File: config.mk
export PLATFORM = sky130hd
export DESIGN_NAME = uart_receiver_parity
export DESIGN_NICKNAME = d
export VERILOG_FILES = /design/src/rtl/uart_receiver_parity_pkg.sv /design/src/rtl/uart_rx_sync.sv /design/src/rtl/uart_receiver_parity.sv
export SDC_FILE = /design/constraint.sdc
export NUM_CORES = 1
export LEC_CHECK = 0
export ABC_CLOCK_PERIOD_IN_PS = 1630
export CAP_MARGIN = 40
export CORE_ASPECT_RATIO = 0.8
export CORE_MARGIN = 2
export CORE_UTILIZATION = 55
export CTS_CLUSTER_SIZE = 30
export DETAILED_ROUTE_END_ITERATION = 10
export DONT_BUFFER_PORTS = 1
export PLACE_DENSITY = 0.73
export SLEW_MARGIN = 0
export SYNTH_ARGS = -nofsm -noshare
export SYNTH_HDL_FRONTEND = slang
export SYNTH_SLANG_ARGS = --single-unit
File: constraint.sdc
create_clock -name clk -period 1.63 [get_ports clk]
set_input_delay 0.326 -clock clk [delete_from_list [all_inputs] [get_ports clk]]
set_output_delay 0.326 -clock clk [all_outputs]
set_load 0.03 [all_outputs]
File: src/rtl/uart_receiver_parity_pkg.sv
// Shared UART definitions: receiver state encoding, frame geometry and the
// parity rule used by both the parity transmitter and the parity receiver.
package uart_receiver_parity_pkg;

    typedef enum logic [2:0] {
        IDLE,
        START,
        DATA,
        PARITY,
        STOP
    } uart_state_t;

    localparam int DATA_BITS  = 8;
    localparam int FRAME_BITS = 11;

    // Parity bit a transmitter puts on the line; odd=1 selects odd parity
    function automatic logic parity_bit(input logic [DATA_BITS-1:0] data,
                                        input logic                 odd);
        return (^data) ^ odd;
    endfunction

endpackage

File: src/rtl/uart_rx_sync.sv
// Two-flop synchronizer for the asynchronous rx line (idle high) plus a
// falling-edge flag derived only from the synchronized signal.
module uart_rx_sync (
    input  logic clk,
    input  logic rst,
    input  logic rx,
    output logic rx_s,
    output logic fall
);

    logic rx_meta;
    logic rx_prev;

    // Every stage resets high so that leaving reset never looks like a start edge
    always_ff @(posedge clk or posedge rst) begin
        if (rst) begin
            rx_meta <= 1'b1;
            rx_s    <= 1'b1;
            rx_prev <= 1'b1;
        end else begin
            rx_meta <= rx;
            rx_s    <= rx_meta;
            rx_prev <= rx_s;
        end
    end

    assign fall = rx_prev & ~rx_s;

endmodule

File: src/rtl/uart_receiver_parity.sv
// UART receiver for start + 8 data (LSB first) + parity + stop frames, with
// mid-bit sampling and a valid/ready holding register for the received byte.
module uart_receiver_parity
    import uart_receiver_parity_pkg::*;
#(
    parameter int CLKS_PER_BIT = 16,
    parameter bit PARITY_ODD   = 1'b0
) (
    input  logic                 clk,
    input  logic                 rst,
    input  logic                 rx,
    output logic [DATA_BITS-1:0] dout,
    output logic                 dout_valid,
    input  logic                 dout_ready,
    output logic                 parity_err,
    output logic                 frame_err,
    output logic                 overrun,
    output logic                 busy
);

    localparam int CW    = $clog2(CLKS_PER_BIT);
    localparam int IDX_W = $clog2(FRAME_BITS);

    localparam logic [CW-1:0]    HALF_END = CW'(CLKS_PER_BIT / 2 - 1);
    localparam logic [CW-1:0]    BIT_END  = CW'(CLKS_PER_BIT - 1);
    localparam logic [IDX_W-1:0] LAST_DATA_IDX = IDX_W'(DATA_BITS);

    logic                 rx_s;
    logic                 fall;
    uart_state_t          state;
    logic [CW-1:0]        cnt;
    logic [IDX_W-1:0]     bit_idx;
    logic [DATA_BITS-1:0] shreg;
    logic                 par_sample;
    logic                 sample_now;

    uart_rx_sync u_sync (
        .clk  (clk),
        .rst  (rst),
        .rx   (rx),
        .rx_s (rx_s),
        .fall (fall)
    );

    // The start bit is sampled half a bit after the edge, every later bit one full bit after that
    always_comb begin
        sample_now = 1'b0;
        if (state == START) begin
            sample_now = (cnt == HALF_END);
        end else if (state != IDLE) begin
            sample_now = (cnt == BIT_END);
        end
    end

    always_ff @(posedge clk or posedge rst) begin
        if (rst) begin
            state      <= IDLE;
            cnt        <= '0;
            bit_idx    <= '0;
            shreg      <= '0;
            par_sample <= 1'b0;
            dout       <= '0;
            dout_valid <= 1'b0;
            parity_err <= 1'b0;
            frame_err  <= 1'b0;
            overrun    <= 1'b0;
            busy       <= 1'b0;
        end else begin
            overrun <= 1'b0;

            if (dout_valid && dout_ready) begin
                dout_valid <= 1'b0;
            end

            if (state == IDLE || sample_now) begin
                cnt <= '0;
            end else begin
                cnt <= cnt + CW'(1);
            end

            case (state)
                IDLE: begin
                    bit_idx <= '0;
                    if (fall) begin
                        state <= START;
                        busy  <= 1'b1;
                    end
                end

                // A high start sample means the edge was a glitch
                START: begin
                    if (sample_now) begin
                        if (rx_s) begin
                            state <= IDLE;
                            busy  <= 1'b0;
                        end else begin
                            state   <= DATA;
                            bit_idx <= IDX_W'(1);
                        end
                    end
                end

                DATA: begin
                    if (sample_now) begin
                        shreg   <= {rx_s, shreg[DATA_BITS-1:1]};
                        bit_idx <= bit_idx + IDX_W'(1);
                        if (bit_idx == LAST_DATA_IDX) begin
                            state <= PARITY;
                        end
                    end
                end

                PARITY: begin
                    if (sample_now) begin
                        par_sample <= rx_s;
                        bit_idx    <= bit_idx + IDX_W'(1);
                        state      <= STOP;
                    end
                end

                // A new byte always wins over an accept in the same cycle
                STOP: begin
                    if (sample_now) begin
                        dout       <= shreg;
                        dout_valid <= 1'b1;
                        parity_err <= par_sample ^ parity_bit(shreg, PARITY_ODD);
                        frame_err  <= ~rx_s;
                        overrun    <= dout_valid & ~dout_ready;
                        state      <= IDLE;
                        busy       <= 1'b0;
                    end
                end

                default: begin
                    state <= IDLE;
                    busy  <= 1'b0;
                end
            endcase
        end
    end

endmodule

=== Word-level counts from Yosys, hierarchy flattened ===
Index checks and enable logic that the tools add are counted.

* Bits in registers: 36
* Output and inout port bits: 13
* Word-level logic and storage cells: 76

* $add $sub $neg: 2
* Equality and inequality tests: 16
* Mux-type cells: 25
* Bitwise gates (word level): 6
* Reduce and logical (&&, ||, !) cells: 13

{| class="wikitable"
|+ Operators with widths
! operator !! count
|-
| 3-bit 2-to-1 mux || 6
|-
| 4-bit 2-to-1 mux || 4
|-
| 3-bit case mux with 5 select lines || 1
|-
| 2-bit != test (second input constant) || 7
|-
| 4-bit case mux with 3 select lines || 1
|-
| 1-bit 2-to-1 mux || 11
|-
| 4-bit by 1-bit adder with 4-bit output (second input constant) || 2
|-
| 4-bit equality test (second input constant) || 2
|-
| 8-bit XOR reduction || 1
|-
| 3-bit by 2-bit equality test with 1-bit output (second input constant) || 2
|-
| 2-bit AND reduction || 3
|-
| 6-bit AND reduction || 1
|-
| 3-bit nonzero test || 2
|-
| 5-bit AND reduction || 1
|-
| 4-bit by 3-bit equality test with 1-bit output (second input constant) || 1
|-
| 2-bit by 1-bit != test with 1-bit output (second input constant) || 2
|-
| 1-bit case mux with 4 select lines || 1
|-
| 4-bit AND reduction || 1
|-
| 3-bit by 1-bit equality test with 1-bit output (second input constant) || 1
|-
| 3-bit equality test (second input constant) || 1
|-
| 3-bit zero test || 1
|-
| 1-bit NOT || 3
|-
| 1-bit AND || 2
|-
| 2-bit 2-to-1 mux || 1
|-
| 4 further kinds || 4
|}

=== Longest topological paths before layout ===
* Depth after elaboration: 5
* Depth in mapped cells: 6

=== Hierarchy ===
Synthesis repeated with hierarchy kept, for this count alone.

* Cell total of the unflattened synthesis: 152
* Area total of the unflattened synthesis: 1704.1 um^2

{| class="wikitable"
|+ By module, submodules not included
! module !! instances !! cells an instance !! area an instance (um^2) !! sequential area each (um^2)
|-
| uart_receiver_parity || 1 || 147 || 1607.8 || 825.8
|-
| uart_rx_sync || 1 || 5 || 96.3 || 78.8
|}

=== Worst setup path after synthesis ===
No wires, ideal clock.

* Kind: reg2reg
* From: register cnt[0]
* To: register dout[0]
* Setup time: 125 ps
* Arrival: 1588 ps
* Required time: 1505 ps
* Path slack: -83 ps
* Stages on the path, launching flop included: 6
* Buffers on the path: 1
* Cells stage by stage: dfrtp_1 ha_1 nand3_4 nor4b_4 buf_6 mux2_4

* Word-level cells in the longest chain between the ends: 4
* Elaborated cells on any way between the ends: 5
* Those cells by class: 2 x eq/ne; 2 x mux; 1 x reduce/logical

{| class="wikitable"
|+ RTL lines
! item !! RTL line !! text
|-
| start: declaration || uart_receiver_parity.sv:31 || <nowiki>logic [CW-1:0] cnt;</nowiki>
|-
| start signal: assignment || uart_receiver_parity.sv:78 || <nowiki>cnt <= cnt + CW'(1);</nowiki>
|-
| 4-bit equality test || uart_receiver_parity.sv:51 || <nowiki>sample_now = (cnt == BIT_END);</nowiki>
|-
| 1-bit 2-to-1 mux || uart_receiver_parity.sv:50 || <nowiki>end else if (state != IDLE) begin</nowiki>
|-
| 1-bit 2-to-1 mux * || uart_receiver_parity.sv:48 || <nowiki>if (state == START) begin</nowiki>
|-
| 2-bit AND reduction (no source line) * || n/a ||
|-
| end signal: assignment || uart_receiver_parity.sv:124 || <nowiki>dout <= shreg;</nowiki>
|-
| end: declaration || uart_receiver_parity.sv:12 || <nowiki>output logic [DATA_BITS-1:0] dout,</nowiki>
|}

Mark *: on every way between the ends. The rest lies on a longest branch, timed or not.
A chain may end at the register's enable or synchronous reset.

=== Worst setup path in the final report ===
* From: register cnt[1]
* To: register state[0]

* Word-level cells in the longest chain between the ends: 5
* Elaborated cells on any way between the ends: 9
* Those cells by class: 6 x eq/ne; 2 x mux; 1 x reduce/logical

{| class="wikitable"
|+ RTL lines
! item !! RTL line !! text
|-
| 4-bit equality test || uart_receiver_parity.sv:51 ||
|-
| 1-bit 2-to-1 mux || uart_receiver_parity.sv:50 ||
|-
| 1-bit 2-to-1 mux * || uart_receiver_parity.sv:48 ||
|-
| 2-bit != test (no source line) || n/a ||
|-
| 6-bit AND reduction (no source line) * || n/a ||
|-
| end signal: assignment || uart_receiver_parity.sv:57 || <nowiki>state <= IDLE;</nowiki>
|-
| end signal: assignment || uart_receiver_parity.sv:85 || <nowiki>state <= START;</nowiki>
|-
| end signal: assignment || uart_receiver_parity.sv:94 || <nowiki>state <= IDLE;</nowiki>
|-
| end: declaration || uart_receiver_parity.sv:30 || <nowiki>uart_state_t state;</nowiki>
|}

Marks and branches as above.

==> results.txt <==
Before CTS, the worst setup slack after placement is 0.00424 ns. The wire length on met1 came out at 1.36 mm. The final number of max-transition violations is 0. The max-cap violation count came out at 0. The final count of hold timing violations is 0. The maximum level of the CTS H-tree came out at 2.

The biggest area contributor in the post-synthesis netlist is sky130_fd_sc_hd__dfrtp_1. TritonCTS built the clock tree. The share of the synthesized area in the top cell type came out at 0.487. The die covers 3550 µm². The relative max-transition margin is 0.704. The number of cells after detailed placement is 176.

The proportion of register bits with asynchronous set or reset after synthesis came out at 1.00. In this run the most critical hold path is launched from rx. The upper clock frequency limit came out at 634 MHz. sky130_fd_sc_hd__dfrtp_1 is the most common cell in the netlist. The top-level I/O count is 17. For hold timing, the worst endpoint is u_sync.rx_meta. Setup total negative slack on the finished layout was measured at 0 ns. The proportion of synthesized chip area in sequential cells is 0.534. The signal arrival time at the worst endpoint is 1.74 ns. The die is 53.7 µm tall. The placeable core region came out at 2850 µm². The commonest cells after synthesis are 33 x sky130_fd_sc_hd__dfrtp_1, 13 x sky130_fd_sc_hd__mux2_2, 8 x sky130_fd_sc_hd__nand2_1, 7 x sky130_fd_sc_hd__nor2_1. The clock insertion delay at the later pin of the skew report came out at 0.28 ns. The synthesized netlist occupies a cell area of 1700 µm². The number of standard-cell rows in the floorplan is 17. The total via count after detailed routing is 1039. For this configuration, the core starts out at a cell density of 0.595. The maximum number of pins on one net before global-route repair came out at 27. The horizontal extent of the die came out at 66.1 µm. The count of flip-flops with a built-in enable after synthesis is 0. The total DRC errors in the routed layout came out at 0. For this run, the leading register cell type out of synthesis is sky130_fd_sc_hd__dfrtp_1.

In the global route stage, overall resource usage came out at 0.189. The number of nets in the final layout is 154. The number of setup violations in the final report is 0.

The synthesized area divided by synthesized cell count came out at 12.8 µm². Ranked by total cell area, the synthesized netlist is headed by sky130_fd_sc_hd__dfrtp_1 49%, sky130_fd_sc_hd__mux2_2 8.6%, sky130_fd_sc_hd__mux2_4 5.3%. The met3 layer wire length in the routed design is 195 µm. The time the final worst path needs with I/O delays and setup came out at 1.58 ns. STA classifies the critical path endpoint as a flop. Measured in cells, the most critical reg-to-reg path has a length of 6.

The final non-filler cell total is 186. Counting every sink on the clock net gives 36. The post-route fraction of the period consumed by the critical path is 0.968. The post-detailed-routing wire length came out at 2.88 mm. The first global-routing pass estimated 4.74 mm of wire. The total nets after synthesis came out at 139. The count of fill cells added during filler insertion is 215. The number of global-route vias before repair came out at 982. In this run, the number of DRC markers left after iteration 0 of detailed routing was 88. For the worst setup path, the data required time is 1.80 ns. The worst reg2reg path startpoint is cnt[1]. The slack of the critical path is 0.0528 ns. The finished layout cell area came out at 1950 µm².

The average detailed-routed wire length per instance came out at 15.5 µm. The sequential standard cell area came out at 905 µm². The total power divided by cell area came out at 1340 nW/µm². The detailed-router iteration count before antenna repair is 4. The worst register-to-register path has a setup slack of 0.05 ns.

The number of CTS-inserted buffers is 5. The cell leakage power is 0.000922 µW. The top routing layer in use is met4. The number of cells on the worst hold path is 0. The number of different library cells used by synthesis comes to 41. Summed over all layers, the global routing overflow is 0. Along the worst path, the maximum fanout reaches 7. The maximum vdd drop came out at 0.809 mV.

The start-to-end type of the worst setup path is flop to flop. After detailed routing, the number of vias per cell comes to 5.59. The count of port buffers added during placement is 0.

The final weighted congestion of routability-driven global placement came out at 0.835. The post-place instance area came out at 1830 µm². The total number of yosys warnings is 0. The synthesized instance count is 132. The share of the core filled with cells is 0.684. The relative area change from synthesis to final layout came out at 15.0%. The path class of the tightest hold or removal check is input pin to flop. The length of routed met2 wiring is 1.27 mm. The flip-flop and latch count after synthesis came out at 36.

The fraction of final layout cells with drive strength greater than 1 is 0.345. The final antenna-violating net count is 0. The transition at the pin with the smallest max-transition slack is 0.443 ns. After clock tree synthesis, the clock-pin slew on the worst setup and hold paths is 0.06 ns. Setup repair after global routing could not meet its margin everywhere. The worst-case clock buffer depth is 2. The clock tree skew after final layout came out at 0.00776 ns. The antenna diode count came out at 0.

The root buffer cell chosen for the clock tree is sky130_fd_sc_hd__clkbuf_8. The half-perimeter wire length of the detailed placement result is 2.02 mm. The flow ran to the end, and the final reports show no timing, DRC or antenna violations. STA classifies the critical path startpoint as a flop. The number of antenna violations at the first check in global routing came out at 0.

The critical register-to-register path endpoint is state[0]. The multi-input combinational cells in the finished layout cover a total of 759 µm².
layout make-up:
| class | count | share of cell area |
|---|---|---|
| Sequential cell | 36 | 0.464 |
| Multi-Input combinational cell | 85 | 0.390 |
| Timing Repair Buffer | 13 | 0.0642 |
| Clock buffer | 8 | 0.0462 |
| Tap cell | 38 | 0.0244 |
| Inverter | 6 | 0.0116 |
cells by family after synthesis:
| kind of cell | count (synthesis) | share of synthesized area |
|---|---|---|
| muxes | 19 | 0.139 |
| xor gates and xnor gates | 9 | 0.0546 |
| buffers and inverters | 11 | 0.0325 |
| and+or+nand+nor | 34 | 0.132 |
| AOI/OAI and AO/OA | 20 | 0.0856 |
| adders and majority gates | 3 | 0.0221 |
| DFF | 36 | 0.534 |
how the worst max path moves through the flow:
stage,from,to,slack (ns)
after floorplan,cnt[0],dout[0],0.01
after global placement,cnt[0],bit_idx[2],0.05
after detailed placement,cnt[0],bit_idx[2],0.004
after CTS,cnt[0],bit_idx[2],0.03
after global routing,cnt[1],bit_idx[2],-0.009
final,cnt[1],state[0],0.05
through the flow:
stage | hold WS (ns) | power [µW]
finish | 0.0395 | 2610
detailed placement | 0.244 | 1960
CTS | 0.0318 | 2630
global route | 0.0243 | 2790
floorplan | 0.330 | 1770
global placement | 0.233 | 1930
report_power, final:
group	total, µW	internal [µW]	switching [µW]
clock network	633	344	288
registers	1240	1030	213
logic	731	398	334
state kept, by name, summed over array words and instances, names as in the netlist:
name	flops
bit_idx	4
cnt	4
u_sync.rx_meta	1
u_sync.rx_prev	1
state	3
busy	1
dout	8
par_sample	1
frame_err	1
dout_valid	1
overrun	1
shreg	8
u_sync.rx_s	1
parity_err	1
layout by cell type (no fill, tap or decap), types with 2 or more instances in the layout:
cell and instances:
sky130_fd_sc_hd__buf_4 10, sky130_fd_sc_hd__dfstp_2 3, sky130_fd_sc_hd__nand3_1 4, sky130_fd_sc_hd__a21oi_1 2, sky130_fd_sc_hd__inv_1 5, sky130_fd_sc_hd__mux2_2 10, sky130_fd_sc_hd__xor2_1 2, sky130_fd_sc_hd__o21ai_0 4
sky130_fd_sc_hd__a22o_1 3, sky130_fd_sc_hd__buf_12 2, sky130_fd_sc_hd__nand2_1 8, sky130_fd_sc_hd__and3_2 2, sky130_fd_sc_hd__dfrtp_1 33, sky130_fd_sc_hd__o211ai_1 2, sky130_fd_sc_hd__xnor2_1 6, sky130_fd_sc_hd__ha_1 2
sky130_fd_sc_hd__nor2_1 7, sky130_fd_sc_hd__mux2_4 9, sky130_fd_sc_hd__clkbuf_8 6, sky130_fd_sc_hd__nand4_1 2, sky130_fd_sc_hd__clkbuf_1 2
per-layer routing:
| layer | up-vias | track usage |
|---|---|---|
| li1 | 492 | - |
| met1 | 505 | 0.255 |
| met2 | 35 | 0.268 |
| met3 | 7 | 0.0711 |
| met4 | 0 | 0.102 |
| met5 | - | 0 |
worst max-delay path, stage by stage, from the launching register on:
cell and delay [ns]:
sky130_fd_sc_hd__dfrtp_1 0.39, sky130_fd_sc_hd__ha_4 0.19, sky130_fd_sc_hd__nand3_4 0.10, sky130_fd_sc_hd__buf_4 0.18
sky130_fd_sc_hd__o211ai_1 0.19, sky130_fd_sc_hd__nand4_1 0.13, sky130_fd_sc_hd__mux2_2 0.29
repair_timing:
item / 4_1_cts / 5_1_grt
hold buffers: 1 / 0
gates resized for setup: 0 / 5
pin swaps: 0 / 2
endpoints found under the hold margin: 10 / 0
endpoints found under the setup margin: 1 / 5
buffers inserted: 1 / 0
No activity file was read; power rests on OpenSTA's default activity.
